### config.mk
export PLATFORM = sky130hd
export DESIGN_NAME = sync_fifo_reader
export DESIGN_NICKNAME = d
export VERILOG_FILES = /design/src/rtl/sync_fifo_reader.sv
export SDC_FILE = /design/constraint.sdc
export NUM_CORES = 1
export LEC_CHECK = 0
export BUFFER_PORTS_ARGS = -buffer_cell sky130_fd_sc_hd__buf_2
export CORE_MARGIN = 5
export CORE_UTILIZATION = 45
export DETAILED_ROUTE_END_ITERATION = 8
export PLACE_DENSITY = 0.68
export SLEW_MARGIN = 10
export SYNTH_ARGS = -nofsm -noshare
export SYNTH_HDL_FRONTEND = slang
export SYNTH_SLANG_ARGS = --single-unit
### constraint.sdc
create_clock -name clk -period 3.8 [get_ports clk]
set_input_delay 0.76 -clock clk [delete_from_list [all_inputs] [get_ports clk]]
set_output_delay 0.76 -clock clk [all_outputs]
set_load 0.05 [all_outputs]
### src/rtl/sync_fifo_reader.sv
// Read-side burst controller for sync_fifo: issues rd_en, absorbs the one-cycle
// read latency and streams words out through a 2-entry skid buffer.
module sync_fifo_reader #(
    parameter int DATA_W = 4,
    parameter int LEN_W  = 4
) (
    input  logic              clk,
    input  logic              reset,
    input  logic              start,
    input  logic [LEN_W-1:0]  burst_len,
    input  logic              fifo_empty,
    input  logic [DATA_W-1:0] fifo_data,
    output logic              fifo_rd_en,
    output logic              m_valid,
    output logic [DATA_W-1:0] m_data,
    input  logic              m_ready,
    output logic              busy,
    output logic              done
);

    typedef enum logic [1:0] {
        ST_IDLE  = 2'd0,
        ST_RUN   = 2'd1,
        ST_FLUSH = 2'd2
    } state_t;

    state_t              r_state;
    state_t              w_state_nxt;
    logic [LEN_W-1:0]    r_remaining;
    logic                r_pending;
    logic [1:0]          r_count;
    logic [DATA_W-1:0]   r_buf0;
    logic [DATA_W-1:0]   r_buf1;
    logic                r_done;
    logic                w_done_nxt;
    logic                w_pop;
    logic                w_push;
    logic                w_rd_en;
    logic [2:0]          w_occ;

    assign w_pop  = m_valid & m_ready;
    assign w_push = r_pending;
    // Occupancy the buffer will have once the in-flight word lands and any pop retires.
    assign w_occ  = {1'b0, r_count} + {2'b00, r_pending} - {2'b00, w_pop};

    assign w_rd_en    = (r_state == ST_RUN) & ~fifo_empty &
                        (r_remaining != {LEN_W{1'b0}}) & (w_occ < 3'd2);
    assign fifo_rd_en = w_rd_en;
    assign m_valid    = (r_count != 2'd0);
    assign m_data     = r_buf0;
    assign busy       = (r_state != ST_IDLE);
    assign done       = r_done;

    // Next-state and completion-pulse decode.
    always_comb begin
        w_state_nxt = r_state;
        w_done_nxt  = 1'b0;
        case (r_state)
            ST_IDLE: begin
                if (start && (burst_len != {LEN_W{1'b0}})) begin
                    w_state_nxt = ST_RUN;
                end else begin
                    w_state_nxt = ST_IDLE;
                end
            end
            ST_RUN: begin
                if (r_remaining == {LEN_W{1'b0}}) begin
                    w_state_nxt = ST_FLUSH;
                end else begin
                    w_state_nxt = ST_RUN;
                end
            end
            ST_FLUSH: begin
                if (!r_pending && (r_count == 2'd0)) begin
                    w_state_nxt = ST_IDLE;
                    w_done_nxt  = 1'b1;
                end else begin
                    w_state_nxt = ST_FLUSH;
                end
            end
            default: begin
                w_state_nxt = ST_IDLE;
            end
        endcase
    end

    // Control registers: state, burst counter, in-flight flag, done pulse.
    always_ff @(posedge clk) begin
        if (!reset) begin
            r_state     <= ST_IDLE;
            r_remaining <= {LEN_W{1'b0}};
            r_pending   <= 1'b0;
            r_done      <= 1'b0;
        end else begin
            r_state   <= w_state_nxt;
            r_done    <= w_done_nxt;
            r_pending <= w_rd_en;
            if ((r_state == ST_IDLE) && (w_state_nxt == ST_RUN)) begin
                r_remaining <= burst_len;
            end else if (w_rd_en) begin
                r_remaining <= r_remaining - {{(LEN_W-1){1'b0}}, 1'b1};
            end else begin
                r_remaining <= r_remaining;
            end
        end
    end

    // Skid buffer: buf0 is the head; capture and pop in one cycle keep order.
    always_ff @(posedge clk) begin
        if (!reset) begin
            r_count <= 2'd0;
            r_buf0  <= {DATA_W{1'b0}};
            r_buf1  <= {DATA_W{1'b0}};
        end else begin
            case ({w_push, w_pop})
                2'b10: begin
                    if (r_count == 2'd0) begin
                        r_buf0 <= fifo_data;
                    end else begin
                        r_buf1 <= fifo_data;
                    end
                    r_count <= r_count + 2'd1;
                end
                2'b01: begin
                    r_buf0  <= r_buf1;
                    r_count <= r_count - 2'd1;
                end
                2'b11: begin
                    if (r_count == 2'd1) begin
                        r_buf0 <= fifo_data;
                    end else begin
                        r_buf0 <= r_buf1;
                        r_buf1 <= fifo_data;
                    end
                    r_count <= r_count;
                end
                default: begin
                    r_count <= r_count;
                end
            endcase
        end
    end

endmodule

# Word level (Yosys, flattened, before mapping)
# Cells that the tools add are included.
[totals]
n_memories = 0
latch_bits = 0
mem_bits_ro = 0
ramBits = 0
out_inout_bits = 8
ff_bits = 18
[classes]
n_reduce_logical = 18
n_lt_le_gt_ge = 1
bitwise = 5
div_mod_pow = 0
eq_ne = 10
shifts = 0
muxes = 14
n_addsub = 5
multipliers = 0
[ops]
columns = ["cell", "n"]
rows = [
  ["$mux 4", 6],
  ["$pmux 4 s3", 1],
  ["$reduce_bool 2->1", 5],
  ["$eq 2x1->1 const B", 4],
  ["$pmux 4 s2", 1],
  ["$reduce_bool 4->1", 2],
  ["$eq 2x2->1 const B", 3],
  ["$ne 2x2->1 const B", 3],
  ["$pmux 2 s3", 1],
  ["$and 1x1->1", 4],
  ["$logic_not 2->1", 2],
  ["$logic_not 4->1", 1],
  ["$mux 2", 2],
  ["$pmux 2 s2", 1],
  ["$reduce_and 2->1", 2],
  ["$sub 4x1->4 const B", 1],
  ["$add 2x1->3", 1],
  ["$logic_and 1x1->1", 3],
  ["$lt 3x2->1 const B", 1],
  ["$reduce_and 3->1", 1],
  ["$reduce_bool 3->1", 1],
  ["$sub 3x1->3", 1],
  ["$add 2x1->2 const B", 1],
  ["$mux 1", 2],
  ["other kinds (3)", 3],
]

# Longest topological paths before layout
# Gate-level depths: netlist (run 1).
[logic_depth]
depth_word = 7
ltp_mapped = 10
ltp_nobuf = 10

# Worst setup path after synthesis (run 1)
# Ideal clock, no wire load.
[synth_timing]
kind = "in2out"
start = "input m_ready"
end = "output fifo_rd_en"
n_path_buf = 1
setup_slack_ns = 0.354
t_required_ns = 3.040
arrival_ns = 2.686
path_stages = 6
path_cell_list = "nor2b_1 > clkbuf_1 > and2_1 > fa_1 > or2b_1 > nor4_4"
[synth_via]
elab_chain_len = 4
[synth_lines]
columns = ["element", "line_no", "source"]
rows = [
  ["from (decl)", "16", "input logic m_ready,"],
  ["$and 1x1->1", "41", "assign w_pop = m_valid & m_ready;"],
  ["$sub 3x1->3", "44", "assign w_occ = {1'b0, r_count} + {2'b00, r_pending} - {2'b00, w_pop};"],
  ["$lt 3x2->1", "47", "(r_remaining != {LEN_W{1'b0}}) & (w_occ < 3'd2);"],
  ["$and 1x1->1", "47", ""],
  ["to (decl)", "13", "output logic fifo_rd_en,"],
]
# No other way between the ends.

# Final worst setup path (run 1)
[layout_timing]
start = "register r_count[0]"
end = "output fifo_rd_en"
[layout_via]
elab_chain_len = 5
elab_cells_between_ends = 6
[layout_lines]
columns = ["element", "line_no", "source"]
rows = [
  ["from (decl)", "31", "logic [1:0] r_count;"],
  ["from (signal assigned)", "122", "r_count <= r_count + 2'd1;"],
  ["from (signal assigned)", "126", "r_count <= r_count - 2'd1;"],
  ["from (signal assigned)", "135", "r_count <= r_count;"],
  ["parallel branches: the longest is 2 deep, another holds $add 2x1->3", "n/a", ""],
  ["$sub 3x1->3 *", "44", ""],
  ["$lt 3x2->1 *", "47", ""],
  ["$and 1x1->1 *", "47", ""],
]
# Mark *: on every way between the ends.

==> impl_metrics.toml, run 1 <==
[synth]
synthTopCellsByArea = "dfxtp_1 36%, mux2i_1 7.0%, ha_1 5.0%"
synth_cells = 111
synth_edf_count = 0
syn_avg_cell_area_um2 = 8.995
synthFlopType = "dfxtp_1"
yosysSeqAreaShare_pct = 36.09
async_reset_ff_share_pct = 0
ys_types = 35
synth_commonest_cells = "18 x dfxtp_1, 13 x nand2_1, 11 x nor2_1, 8 x inv_1, 7 x mux2i_1"
ys_ff_latch = 18
synth_top_area_share_pct = 36.09
yosysMostFrequentCell = "dfxtp_1"
yosys.area.top_type = "dfxtp_1"
syn_area_um2 = 998.5
syn_nets = 129
ys_warn_count = 0

[drt]
drtPass1Iterations = 4
avgViaCountPerCell = 5.556
drc_errors = 0
vias = 900
first_iter_violations = 21
drtAntennaViolNets = 0
wire_per_inst_um = 13.15
wl_mm = 2.131

[floorplanning]
initial_core_util_pct = 46.02
core_area_mm2 = 0.002170
ios = 21
dieArea_mm2 = 0.003261
rows = 17
die_x_um = 57.11
die_h_um = 57.11

[layout]
nets = 153
area_growth_pct = 17.54
drive_gt1_share_pct = 24.63
antenna_cells = 0
nFillCells = 216

[clock_tree]
ctsHoldBuffers = 0
htreeDepth = 1
root_buffer = "clkbuf_4"
cts_buffer_depth = 2
cts.sinks = 18
cts_tree = "built"
cts_made_buffers = 3
clk_latency_ps = 300
path_clk_slew_ps = 100

[worst_setup_path]
worst_ep_arrival_time_ps = 2810
cp_cell_sequence = "inv_1 -> ha_1 -> nand2b_1 -> xnor2_1 -> nand2_1 -> fa_1 -> or2b_1 -> nor4_4 -> buf_4"
critPathLaunchType = "flip-flop"
cp-end-kind = "output pin"
crit_path_max_incr_delay_ps = 520
crit_path_top_delay_cell = "fa_1"
path_max_fanout = 4
required_ps = 3040
worstSetupPathType = "flip-flop to output pin"

[global_routing]
grt_pass1_vias = 862
grt_antenna_before_repair = 0
grt_first_pass_wirelength_mm = 3.663
grt_max_degree = 13
grt_use_total_pct = 14.05
overflow = 0

[pwr]
peakVddDrop_uv = 374.7
powerDensity_mw_per_mm2 = 702.1
p_leak_nw = 0.4914
power_uw = 823.9

[timing]
fin_crit_sh_pct = 93.88
final.setup.worst_slack_ps = 232.5
maxSlewHeadroom_pct = 66.10
fmax_mhz = 280.3
worst_slew_pin_slew_ps = 507.5
skew_ps = 1.623
finalCriticalPeriod_ps = 3568
tns_ps = 0
finalSetupViolations = 0
hold_violations = 0
rsz0062_at_grt = "false"
slew_violations = 0

[hold_path]
worstHoldPathType = "flip-flop to flip-flop"

[outcome]
status = "complete, no violations"

[placement]
place_worst_setup_slack_ps = 304.1
io_buffers = 20
gp_congestion = 0.8098
dpl.hpwl_mm = 1.665

[run]
cap_violations = 0
layout by cell type (no fill, tap or decap), drive strengths merged, types with 4 or more instances in the layout:
cell type / n
dfxtp: 18
ha: 4
a311oi: 4
clkbuf: 4
nand2: 13
inv: 8
nor2: 11
mux2i: 7
a21oi: 5
buf: 21
nand3: 5
worst max-delay path, delay by kind of cell, from the launching register on:
family	cells	cell delay, ps
xor gates and xnor gates	1	150
adders and majority gates	2	750
buffers and inverters	2	360
DFF	1	400
and+or+nand+nor	4	850
where the power goes:
part	internal [mW]	switching [mW]	total, mW
sequential	0.228	0.0330	0.261
combinational	0.147	0.296	0.443
clock	0.0585	0.0613	0.120
layer usage:
layer  part of all wire (%)  up-vias  routed length [um]  track usage (%)
met4                    1.3        0                  27            3.974
met1                     42      436                 895            15.21
li1                       -      442                   -                -
met3                    5.4        4                 115            4.751
met2                     51       18                1092            25.77
met5                      0        -                   0                0
kinds of logic (layout without fill, tap and decap cells):
logic type | after synthesis | after routing | synth area share [%]
AO/OA/AOI/OAI | 16 | 16 | 12.15
XOR/XNOR | 5 | 5 | 4.387
adder cells (fa/ha/maj) | 5 | 5 | 7.018
buffers and inverters | 10 | 33 | 3.760
flip-flops | 18 | 18 | 36.09
multiplexers | 7 | 7 | 7.018
AND/OR/NAND/NOR | 50 | 50 | 29.58
repair_timing:
item | 4_1_cts | 5_1_grt
setup endpoints to repair | 0 | 1
buffers inserted | 0 | 1
resized for setup | 0 | 3
final timing paths:
check	from	to	slack, ps	cells past startpoint
hold reg to reg	m_data[0]$_SDFFE_PN0P_	m_data[0]$_SDFFE_PN0P_	510	2
setup reg to reg	r_count[0]$_SDFFE_PN0P_	r_remaining[3]$_SDFFE_PN0P_	870	10
setup / recovery	r_count[0]$_SDFFE_PN0P_	fifo_rd_en	230	9
hold / removal	m_data[0]$_SDFFE_PN0P_	m_data[0]$_SDFFE_PN0P_	510	2
area by class of cell:
| cell class | count | area, um2 | share of cell area, % |
|---|---|---|---|
| Multi-Input combinational cell | 83 | 600.6 | 51.17 |
| Sequential cell | 18 | 361.6 | 30.81 |
| Timing Repair Buffer | 21 | 110.1 | 9.382 |
| Clock buffer | 4 | 36.28 | 3.092 |
| Tap cell | 28 | 35.03 | 2.985 |
| Inverter | 8 | 30.03 | 2.559 |
metrics by stage:
step	util (%)	hold slack, ps	instances	cell area, um2
detailed placement	51.90	486.6	157	1126
finish	54.09	505.5	162	1174
global route	54.09	522.7	162	1174
floorplan	-	460.0	111	998.5
CTS	53.58	507.7	161	1162
global placement	51.90	477.1	157	1126
flip-flops by register name, indices dropped and copies added, names as in the netlist:
register,flops
r_count,2
done,1
m_data,4
r_remaining,4
r_state,2
r_buf1,4
r_pending,1
Power figures use the tool's default switching activity.
==> run 2: changes to the inputs <==
CORE_UTILIZATION = 52   (was 45)
PLACE_DENSITY = 0.77   (was 0.68)
SETUP_SLACK_MARGIN = 0.4   (was not set)
==> impl_metrics.toml, run 2 (same netlist as run 1, synthesis figures left out) <==
[outcome]
status = "complete, no violations"

[drt]
drc_errors = 0
vias = 881
first_iter_violations = 9
avgViaCountPerCell = 5.405
wire_per_inst_um = 13.85
drtAntennaViolNets = 0
drtPass1Iterations = 4
wl_mm = 2.258

[placement]
place_area_mm2 = 0.001125
place_inst = 154
gp_congestion = 0.8993
io_buffers = 20
dpl.hpwl_mm = 1.580

[global_routing]
grt_antenna_before_repair = 0
grt_first_pass_wirelength_mm = 3.739
grt_max_degree = 13
grt_use_total_pct = 18.16
overflow = 0
grt_pass1_vias = 827

[clock_tree]
clk_latency_ps = 310
cts.sinks = 18
cts_made_buffers = 3
cts_tree = "built"
htreeDepth = 1
path_clk_slew_ps = 110
root_buffer = "clkbuf_4"
cts_buffer_depth = 2

[worst_setup_path]
worst_ep_arrival_time_ps = 2630
path_max_fanout = 4
worstSetupPathType = "flip-flop to output pin"
rr_startpoint = "r_count[0]$_SDFFE_PN0P_"
cp-end-kind = "output pin"
required_ps = 3040
crit_start = "r_count[0]$_SDFFE_PN0P_"
critPathLaunchType = "flip-flop"

[layout]
area_growth_pct = 24.69
final_area_mm2 = 0.001245
nets = 157
drive_gt1_share_pct = 32.61
final_cell_mix = "19 x buf_2, 16 x dfxtp_1, 13 x nand2_1"
fin_cells = 163
final_common_cell = "buf_2"
antenna_cells = 0

[timing]
slew_violations = 0
finalCriticalPeriod_ps = 3394
tns_ps = 0
fmax_mhz = 294.6
worst_slew_pin_slew_ps = 517.0
skew_ps = 3.643
fin_crit_sh_pct = 89.33
hold_violations = 0
rsz0062_at_grt = "true"
maxSlewHeadroom_pct = 65.47
finalSetupViolations = 0
hold_ws_ps = 493.8

[pwr]
peakVddDrop_uv = 528.2
power_uw = 922.3
p_leak_nw = 0.5338
powerDensity_mw_per_mm2 = 740.8

[floorplanning]
rows = 15
ios = 21
die_h_um = 53.82
dieArea_mm2 = 0.002897
die_x_um = 53.82
core_area_mm2 = 0.001783
initial_core_util_pct = 56.00

[hold_path]
min_from = "r_buf1[1]$_SDFFE_PN0P_"
worstHoldPathType = "flip-flop to flip-flop"

[run]
cap_violations = 0
==> run 2: cell types whose count changed in the layout (fill, tap and decap cells not counted), sizes merged <==
cell,previous run,this run
buf,21,25
==> run 2: worst paths after layout <==
check	end	slack, ps	cells past startpoint
min reg2reg	m_data[1]$_SDFFE_PN0P_	490	2
max reg2reg	r_remaining[3]$_SDFFE_PN0P_	910	12
min	m_data[1]$_SDFFE_PN0P_	490	2
max	fifo_rd_en	410	9
==> run 2: metrics by stage <==
stage | util (%) | worst slack [ps]
after floorplan | - | 389.6
after global placement | 63.09 | 320.4
after detailed placement | 63.09 | 260.3
after CTS | 66.88 | 409.4
after global routing | 69.82 | 287.6
final | 69.82 | 405.6
==> run 2: power breakdown <==
group          internal [mW]  total [mW]  switching, mW
sequential             0.233       0.266         0.0329
clock                 0.0586       0.123         0.0644
combinational          0.207       0.533          0.326
total                  0.499       0.922          0.423
==> run 2: worst max-delay path: stages (launching register included) <==
cell      delay, ps
dfxtp_4         400
inv_4            50
ha_4            160
nand2b_4        150
xnor2_2         130
nand2_1         100
fa_1            550
or2b_1          270
nor4_4          310
buf_6           200
==> run 2: per-layer routing <==
metal	share of wire (%)	vias to the layer above	global-route usage (%)	routed length [um]
met3	5.0	3	5.263	113
met4	0.89	0	6.383	20
met5	0	-	0	0
met2	48	22	30.24	1086
met1	46	408	22.07	1038
li1	-	448	-	-
==> run 2: final cells by class <==
class                           count  area [um2]
Inverter                            8       32.53
Clock buffer                        4       36.28
Fill cell                         125       538.0
Tap cell                           25       31.28
Timing Repair Buffer               25       143.9
Multi-Input combinational cell     83       633.1
Sequential cell                    18       367.9
==> run 2: timing repair <==
action | in CTS | in global routing
pin swaps | 2 | 2
hold buffers | 0 | 0
setup endpoints to repair | 1 | 1
gates resized for setup | 5 | 9
buffers inserted | 2 | 3
==> run 3: changes to the inputs <==
RECOVER_POWER = 50   (was not set)
==> impl_metrics.toml, run 3 (same netlist as run 1, synthesis figures left out) <==
[global_routing]
grt_pass1_vias = 827
grt_first_pass_wirelength_mm = 3.739
grt_max_degree = 13
grt_antenna_before_repair = 0
overflow = 0
grt_use_total_pct = 18.16

[worst_setup_path]
crit_path_top_delay_cell = "fa_1"
required_ps = 3040
cp-end-kind = "output pin"
cp_cell_sequence = "inv_4 -> ha_4 -> nand2b_4 -> xnor2_2 -> nand2_1 -> fa_1 -> or2b_1 -> nor4_4 -> buf_6"
worst_ep_arrival_time_ps = 2730
crit_path_max_incr_delay_ps = 550
path_max_fanout = 4
critical-path-top-delay-family = "simple AND/OR/NAND/NOR gates"
critPathBufInv = 2
worstSetupPathType = "flip-flop to output pin"
rr_startpoint = "r_count[0]$_SDFFE_PN0P_"
critPathLaunchType = "flip-flop"
crit_start = "r_count[0]$_SDFFE_PN0P_"

[drt]
wl_mm = 2.256
first_iter_violations = 7
drtAntennaViolNets = 0
avgViaCountPerCell = 5.393
drc_errors = 0
vias = 879
wire_per_inst_um = 13.84
drtPass1Iterations = 4

[hold_path]
worstHoldPathType = "flip-flop to flip-flop"
min_from = "r_buf1[1]$_SDFFE_PN0P_"

[clock_tree]
ctsHoldBuffers = 0
path_clk_slew_ps = 100
clk_latency_ps = 310
htreeDepth = 1
cts.sinks = 18
cts_tree = "built"
cts_buffer_depth = 2
cts_made_buffers = 3
root_buffer = "clkbuf_4"

[layout]
final_area_mm2 = 0.001235
final_common_cell = "buf_2"
antenna_cells = 0
final_cell_mix = "18 x buf_2, 17 x dfxtp_1, 13 x nand2_1"
drive_gt1_share_pct = 30.43
nets = 157
area_growth_pct = 23.68

[timing]
tns_ps = 0
skew_ps = 1.911
fmax_mhz = 286.7
rsz0062_at_grt = "true"
maxSlewHeadroom_pct = 41.61
finalSetupViolations = 0
finalCriticalPeriod_ps = 3488
slew_violations = 0
fin_crit_sh_pct = 91.79
hold_violations = 0
worst_slew_pin_slew_ps = 870.6

[floorplanning]
dieArea_mm2 = 0.002897
die_x_um = 53.82
die_h_um = 53.82
initial_core_util_pct = 56.00
rows = 15
ios = 21
core_area_mm2 = 0.001783

[pwr]
p_leak_nw = 0.5285
peakVddDrop_uv = 518.8
powerDensity_mw_per_mm2 = 739.7

[placement]
place_area_mm2 = 0.001125
dpl.hpwl_mm = 1.580
io_buffers = 20
gp_congestion = 0.8993

[outcome]
status = "complete, no violations"

[run]
cap_violations = 0
run 3: cell count changes in the layout (fill, tap and decap cells not counted):
cell | before | now
a211oi_2 | 1 | 0
buf_4 | 5 | 4
clkbuf_4 | 3 | 4
clkbuf_1 | 0 | 1
a211oi_1 | 1 | 2
dfxtp_1 | 16 | 17
buf_2 | 19 | 18
dfxtp_4 | 2 | 1
run 3: per-stage QoR:
step	hold WS [ps]	worst slack, ps	power [mW]	instances	utilization, %
after detailed placement	483.5	260.3	0.7007	154	63.09
after global routing	520.8	172.4	0.9806	163	69.26
final	494.2	311.9	0.9135	163	69.26
after CTS	498.7	409.4	0.8524	160	66.88
after floorplan	460.0	389.6	0.6176	111	-
after global placement	476.5	320.4	0.6923	154	63.09
run 3: cell type report:
cell class	count	area, um2
inverter	8	32.53
clock buffer	4	36.28
timing repair buffer	25	142.6
tap	25	31.28
sequential	18	364.1
multi-input combinational	83	628.1
fill	129	548.0
run 3: report_power, final:
part           switching [mW]  internal (mW)  leakage [nW]
Sequential             0.0330          0.230         0.147
Combinational           0.323          0.205         0.360
Clock                  0.0639         0.0586        0.0210
Total                   0.420          0.494         0.528
run 3: what timing repair did:
item	CTS	global route
setup endpoints to repair	1	1
gates resized for setup	5	9
buffers inserted	2	3
cloned	0	0
pin swaps	2	2
run 3: final timing paths:
path / endpoint / cells past startpoint / slack [ps]
setup / recovery: fifo_rd_en / 9 / 310
hold / removal: m_data[1]$_SDFFE_PN0P_ / 2 / 490
setup reg to reg: r_remaining[3]$_SDFFE_PN0P_ / 12 / 810
hold reg to reg: m_data[1]$_SDFFE_PN0P_ / 2 / 490
run 3: tightest hold or removal path, cell delays in order, from the launching register on:
cell and delay (ps):
dfxtp_1 320, nand3_1 60, a311oi_1 80
run 3: metal layers:
metal / part of all wire [%] / vias up / GRT usage [%]
li1: - / 446 / -
met1: 46 / 410 / 22.07
met2: 48 / 20 / 30.24
met3: 5.1 / 3 / 5.263
met4: 0.93 / 0 / 6.383
met5: 0 / - / 0
